**config.mk**
```make
export PLATFORM = sky130hd
export DESIGN_NAME = instr_loader
export DESIGN_NICKNAME = d
export VERILOG_FILES = /design/src/rtl/instr_loader.sv
export SDC_FILE = /design/constraint.sdc
export NUM_CORES = 1
export LEC_CHECK = 0
export BUFFER_PORTS_ARGS = -buffer_cell sky130_fd_sc_hd__buf_2
export CORE_AREA = 4 4 110 112
export CTS_BUF_LIST = sky130_fd_sc_hd__clkbuf_4 sky130_fd_sc_hd__clkbuf_8
export DETAILED_ROUTE_END_ITERATION = 12
export DIE_AREA = 0 0 114 116
export GPL_TIMING_DRIVEN = 0
export PLACE_DENSITY_LB_ADDON = 0.2
export SYNTH_ARGS = -nofsm -noshare
export SYNTH_HDL_FRONTEND = slang
export SYNTH_SLANG_ARGS = --single-unit
```
**constraint.sdc**
```tcl
create_clock -name clock -period 3.3 [get_ports clock]
set_clock_uncertainty 0.2 [all_clocks]
set_input_delay 0.825 -clock clock [delete_from_list [all_inputs] [get_ports clock]]
set_output_delay 0.825 -clock clock [all_outputs]
set_load 0.02 [all_outputs]
```
**src/rtl/instr_loader.sv**
```systemverilog
// -----------------------------------------------------------------------------
// instr_loader
//
// Receives a byte-serial program image and writes it into instruction memory
// one 32-bit word at a time. While a load is in progress, the CPU is held off.
//
// Stream format:
//   LEN_HI, LEN_LO  16-bit word count N, MSB first
//   4*N data bytes  each word MSB first
//   checksum        XOR of every preceding byte, including the length bytes
//
// Parameters:
//   ADDR_W        instruction-memory word-address width (2^ADDR_W words)
//
// Ports:
//   clock         system clock; all state changes on its rising edge
//   reset         synchronous, active-high reset
//   start         begin a load session (honoured only in idle/done/error)
//   byte_in       incoming stream byte
//   byte_valid    byte_in is valid this cycle
//   byte_ready    loader accepts a byte this cycle
//   imem_wr_en    one-cycle instruction-memory write strobe
//   imem_addr     word address for the write (holds between strobes)
//   imem_wr_data  instruction word for the write (holds between strobes)
//   cpu_hold      high = CPU instruction fetch stalled
//   done          load completed with a good checksum
//   error         load aborted: bad length or bad checksum
// -----------------------------------------------------------------------------
module instr_loader #(
    parameter int unsigned ADDR_W = 8
) (
    input  logic              clock,
    input  logic              reset,
    input  logic              start,
    input  logic [7:0]        byte_in,
    input  logic              byte_valid,
    output logic              byte_ready,
    output logic              imem_wr_en,
    output logic [ADDR_W-1:0] imem_addr,
    output logic [31:0]       imem_wr_data,
    output logic              cpu_hold,
    output logic              done,
    output logic              error
);

    typedef enum logic [2:0] {
        StIdle,
        StLenHi,
        StLenLo,
        StData,
        StCheck,
        StDone,
        StErr
    } state_e;

    // Largest word count that still fits in memory.
    localparam longint unsigned Capacity = longint'(1) << ADDR_W;

    state_e            state_q, state_d;
    logic [7:0]        len_hi_q, len_hi_d;
    logic [15:0]       words_left_q, words_left_d;
    logic [ADDR_W-1:0] word_idx_q, word_idx_d;
    logic [1:0]        byte_cnt_q, byte_cnt_d;
    // Only the first three bytes of a word need storing; the fourth comes
    // straight from byte_in on the edge that writes the word.
    logic [23:0]       asm_q, asm_d;
    logic [7:0]        xor_q, xor_d;

    logic              wr_en_d;
    logic [ADDR_W-1:0] wr_addr_d;
    logic [31:0]       wr_data_d;

    logic              accept;
    logic [15:0]       len_n;

    assign accept = byte_valid & byte_ready;
    assign len_n  = {len_hi_q, byte_in};

    // Next-state and datapath updates.
    always_comb begin
        state_d      = state_q;
        len_hi_d     = len_hi_q;
        words_left_d = words_left_q;
        word_idx_d   = word_idx_q;
        byte_cnt_d   = byte_cnt_q;
        asm_d        = asm_q;
        xor_d        = xor_q;
        wr_en_d      = 1'b0;
        wr_addr_d    = imem_addr;
        wr_data_d    = imem_wr_data;

        case (state_q)
            StIdle, StDone, StErr: begin
                if (start) begin
                    state_d      = StLenHi;
                    words_left_d = '0;
                    word_idx_d   = '0;
                    byte_cnt_d   = '0;
                    asm_d        = '0;
                    xor_d        = '0;
                end
            end

            StLenHi: begin
                if (accept) begin
                    len_hi_d = byte_in;
                    xor_d    = xor_q ^ byte_in;
                    state_d  = StLenLo;
                end
            end

            StLenLo: begin
                if (accept) begin
                    xor_d        = xor_q ^ byte_in;
                    words_left_d = len_n;
                    if (longint'(len_n) > Capacity) begin
                        state_d = StErr;
                    end else if (len_n == 16'd0) begin
                        state_d = StCheck;
                    end else begin
                        state_d = StData;
                    end
                end
            end

            StData: begin
                if (accept) begin
                    xor_d      = xor_q ^ byte_in;
                    asm_d      = {asm_q[15:0], byte_in};
                    byte_cnt_d = byte_cnt_q + 2'd1;
                    if (byte_cnt_q == 2'd3) begin
                        wr_en_d      = 1'b1;
                        wr_addr_d    = word_idx_q;
                        wr_data_d    = {asm_q, byte_in};
                        word_idx_d   = word_idx_q + 1'b1;
                        words_left_d = words_left_q - 16'd1;
                        if (words_left_q == 16'd1) begin
                            state_d = StCheck;
                        end
                    end
                end
            end

            StCheck: begin
                if (accept) begin
                    state_d = (byte_in == xor_q) ? StDone : StErr;
                end
            end

            default: state_d = StIdle;
        endcase
    end

    // State and registered outputs. Status outputs are decoded from the
    // next state so they line up with the state register.
    always_ff @(posedge clock) begin
        if (reset) begin
            state_q      <= StIdle;
            len_hi_q     <= '0;
            words_left_q <= '0;
            word_idx_q   <= '0;
            byte_cnt_q   <= '0;
            asm_q        <= '0;
            xor_q        <= '0;
            imem_wr_en   <= 1'b0;
            imem_addr    <= '0;
            imem_wr_data <= '0;
            byte_ready   <= 1'b0;
            cpu_hold     <= 1'b1;
            done         <= 1'b0;
            error        <= 1'b0;
        end else begin
            state_q      <= state_d;
            len_hi_q     <= len_hi_d;
            words_left_q <= words_left_d;
            word_idx_q   <= word_idx_d;
            byte_cnt_q   <= byte_cnt_d;
            asm_q        <= asm_d;
            xor_q        <= xor_d;
            imem_wr_en   <= wr_en_d;
            imem_addr    <= wr_addr_d;
            imem_wr_data <= wr_data_d;
            byte_ready   <= (state_d == StLenHi) || (state_d == StLenLo) ||
                            (state_d == StData)  || (state_d == StCheck);
            cpu_hold     <= (state_d != StDone);
            done         <= (state_d == StDone);
            error        <= (state_d == StErr);
        end
    end

endmodule
```
==> flow_summary.toml <==
[clock_tree]
post_cts_buffers = 0
insertion_delay_ns = 0.44
root_buffer = "clkbuf_8"
numCtsBuffers = 17
htreeDepth = 4
cts_tree = "yes"
clk_pin_slew_ns = 0.06
clockBufferDepth = 2
cts-resized-gates = 0
cts_hold_buffers = 0
cts_sinks = 114

[floorplanning]
dieWidth_um = 114
fp.dieArea_um2 = 13200
io_pins = 57
initial_core_util = 0.441
die_y_um = 116
num_rows = 39
core-area_um2 = 11200

[sta]
relSlewSlack = 0.513
hold_violations = 0
rsz0062_at_grt = "false"
finalSetupViolCount = 0
fin_setup_tns_ns = 0
fin_crit_sh = 0.828
fmax_mhz = 366
post-route-min-period_ns = 2.73
timing.final.ws_setup_ns = 0.567
drv_slew = 0
tightest_slew_ns = 0.728

[power]
p_switching_uw = 764
comb_power_share = 0.079
power.internal_mw = 2.33
p_sw_frac = 0.247
p_per_area_nw_per_um2 = 532
ir_drop_v = 0.000323
seq_power_share = 0.455
p_clk_frac = 0.466
p_leak_nw = 2.22

[placement]
dp_cells = 814
hpwl_um = 9100
dp_slack_ns = 0.190
portBuffers = 47
place_congestion = 0.875

[global_route]
grt_overflow = 0
grt_pass1_wl_um = 20300
grt_use_total = 0.195
antenna_found_initial = 0
grt_max_degree = 17
grt_pass1_vias = 4281

[worst_setup_path]
crit_chain = "clkbuf_1, nor4_1, nand4bb_1, o31a_1, nor4_4, a211oi_1, a31o_1"
cp-start-kind = "input pin"
crit_type = "input pin to flop"
endpoint_kind = "flop"
cpPeakStageDelay_ns = 0.62
slowest_stage = "nor4_1"
crit_family = "simple AND/OR/NAND/NOR gates"
crit_path_max_fanout = 7
required_ns = 3.43
arrival_ns = 2.86
cp_num_buf_inv = 1

[finish]
fin_util = 0.518
n_antenna_cell = 0
drive_above_1_share = 0.147
seq_area_um2 = 2280
final_nets = 706
finalNonFillerCells = 846
area_growth_pct = 17.3
fillerInstances = 1093
multi_input_area_um2 = 2430

[synth]
synthesis.nets = 640
ys_types = 54
synth-main-ff-cell = "dfxtp_1"
syn_avg_cell_area_um2 = 7.94
synth-seq-area-share = 0.461
synthArstFlopShare = 0
synth_edf_count = 0
synthCells = 624
synth-seq-cells = 114
yosys_warnings = 0
syn_area_um2 = 4950

[routing]
vias_per_cell = 5.37
num_vias = 4547
final_antenna_net_count = 0
postRouteWirelength_um = 12600
drc_errors = 0
drtIter0Drc = 314
wl_per_cell_um = 14.9
firstDrtPassIters = 5

[job]
cap_viol_max_count = 0

[worst_hold_path]
hp-class = "flop to flop"

[outcome]
status = "complete, no violations"
-- cell usage after synthesis (2+ instances only) --
| master | instances | area, um^2 |
|---|---|---|
| a211oi_1 | 2 | 15.0 |
| a21oi_1 | 95 | 475 |
| a221oi_1 | 6 | 52.6 |
| and2_1 | 2 | 12.5 |
| and3_1 | 6 | 37.5 |
| buf_1 | 3 | 11.3 |
| buf_2 | 5 | 25.0 |
| buf_4 | 4 | 30.0 |
| clkbuf_1 | 35 | 131 |
| dfxtp_1 | 114 | 2280 |
| ha_1 | 4 | 50.1 |
| inv_1 | 13 | 48.8 |
| mux2i_1 | 7 | 70.1 |
| nand2_1 | 156 | 586 |
| nand2b_1 | 7 | 43.8 |
| nand3_1 | 10 | 50.1 |
| nand3b_1 | 5 | 37.5 |
| nand4_1 | 6 | 37.5 |
| nor2_1 | 42 | 158 |
| nor3_1 | 8 | 40.0 |
| nor4_1 | 6 | 37.5 |
| nor4_2 | 2 | 25.0 |
| nor4_4 | 2 | 42.5 |
| o21ai_0 | 19 | 95.1 |
| o22ai_1 | 4 | 25.0 |
| or3_2 | 2 | 15.0 |
| or4_1 | 7 | 52.6 |
| xnor2_1 | 11 | 96.3 |
| xor2_1 | 16 | 140 |
-- worst paths after layout --
path                                  startpoint  slack [ns]  depth (start not counted)          endpoint
worst max-delay path                  byte_in[5]        0.57                          7        byte_ready
worst min-delay path            imem_wr_data[11]        0.25                          2  imem_wr_data[11]
worst max register to register        state_q[0]        0.69                          9   imem_wr_data[4]
worst min register to register  imem_wr_data[11]        0.25                          2  imem_wr_data[11]
-- layout make-up --
| class | instances | share of cell area |
|---|---|---|
| tap | 143 | 0.0308 |
| inverter | 13 | 0.00840 |
| timing repair buffer | 47 | 0.0405 |
| clock inverter | 13 | 0.0312 |
| clock buffer | 19 | 0.0450 |
| sequential | 114 | 0.393 |
| buffer | 47 | 0.0340 |
| multi-input combinational | 450 | 0.417 |
-- cell usage in the layout (no fill, tap or decap), types with 8 or more instances in the layout --
master,count
clkbuf_8,19
inv_1,13
xnor2_1,11
buf_2,52
xor2_1,16
dfxtp_1,114
nor3_1,8
nor2_1,42
nand2_1,156
nand3_1,10
o21ai_0,19
a21oi_1,95
clkbuf_1,35
-- tightest hold or removal path, delay by kind of cell (launching register included) --
kind / cells / cell delay (ns)
flops: 1 / 0.30
simple gates: 1 / 0.05
compound gates: 1 / 0.05
-- metal layers --
layer	GRT usage	vias to the layer above	routed length (um)
met5	0	-	0
met4	0.0831	0	237
met3	0.0548	23	762
met2	0.312	122	5820
met1	0.249	2159	5770
li1	-	2243	-
-- logic make-up (layout without fill, tap and decap cells) --
group,after synthesis,after routing,synth area share
AND/OR/NAND/NOR,272,272,0.257
buffers and inverters,60,139,0.0497
adder cells (fa/ha/maj),4,4,0.0101
XOR/XNOR,27,27,0.0477
AO/OA/AOI/OAI,139,139,0.158
flip-flops,114,114,0.461
multiplexers,8,8,0.0164
-- stage by stage --
step | cell area [um^2] | hold WS [ns] | total power, mW
after global placement | 5370 | 0.241 | 1.67
after detailed placement | 5370 | 0.244 | 1.68
after floorplan | 4950 | 0.232 | 1.61
after global routing | 5810 | 0.265 | 3.21
final | 5810 | 0.250 | 3.09
after CTS | 5810 | 0.254 | 3.12
-- state kept, by name, indices dropped and copies added, names as in the netlist --
name and cells:
asm_q 24, imem_wr_en 1, state_q 3, byte_ready 1, imem_wr_data 32, error 1, byte_cnt_q 2, cpu_hold 1
word_idx_q 8, words_left_q 16, xor_q 8, imem_addr 8, len_hi_q 8, done 1
-- power groups by stage --
stage	Combinational, mW	Clock [mW]	Sequential [mW]
after floorplan	0.173	0	1.44
after global placement	0.236	0	1.44
after detailed placement	0.239	0	1.44
after CTS	0.241	1.47	1.41
after global routing	0.269	1.53	1.41
final	0.244	1.44	1.41
Power figures use the tool's default switching activity.
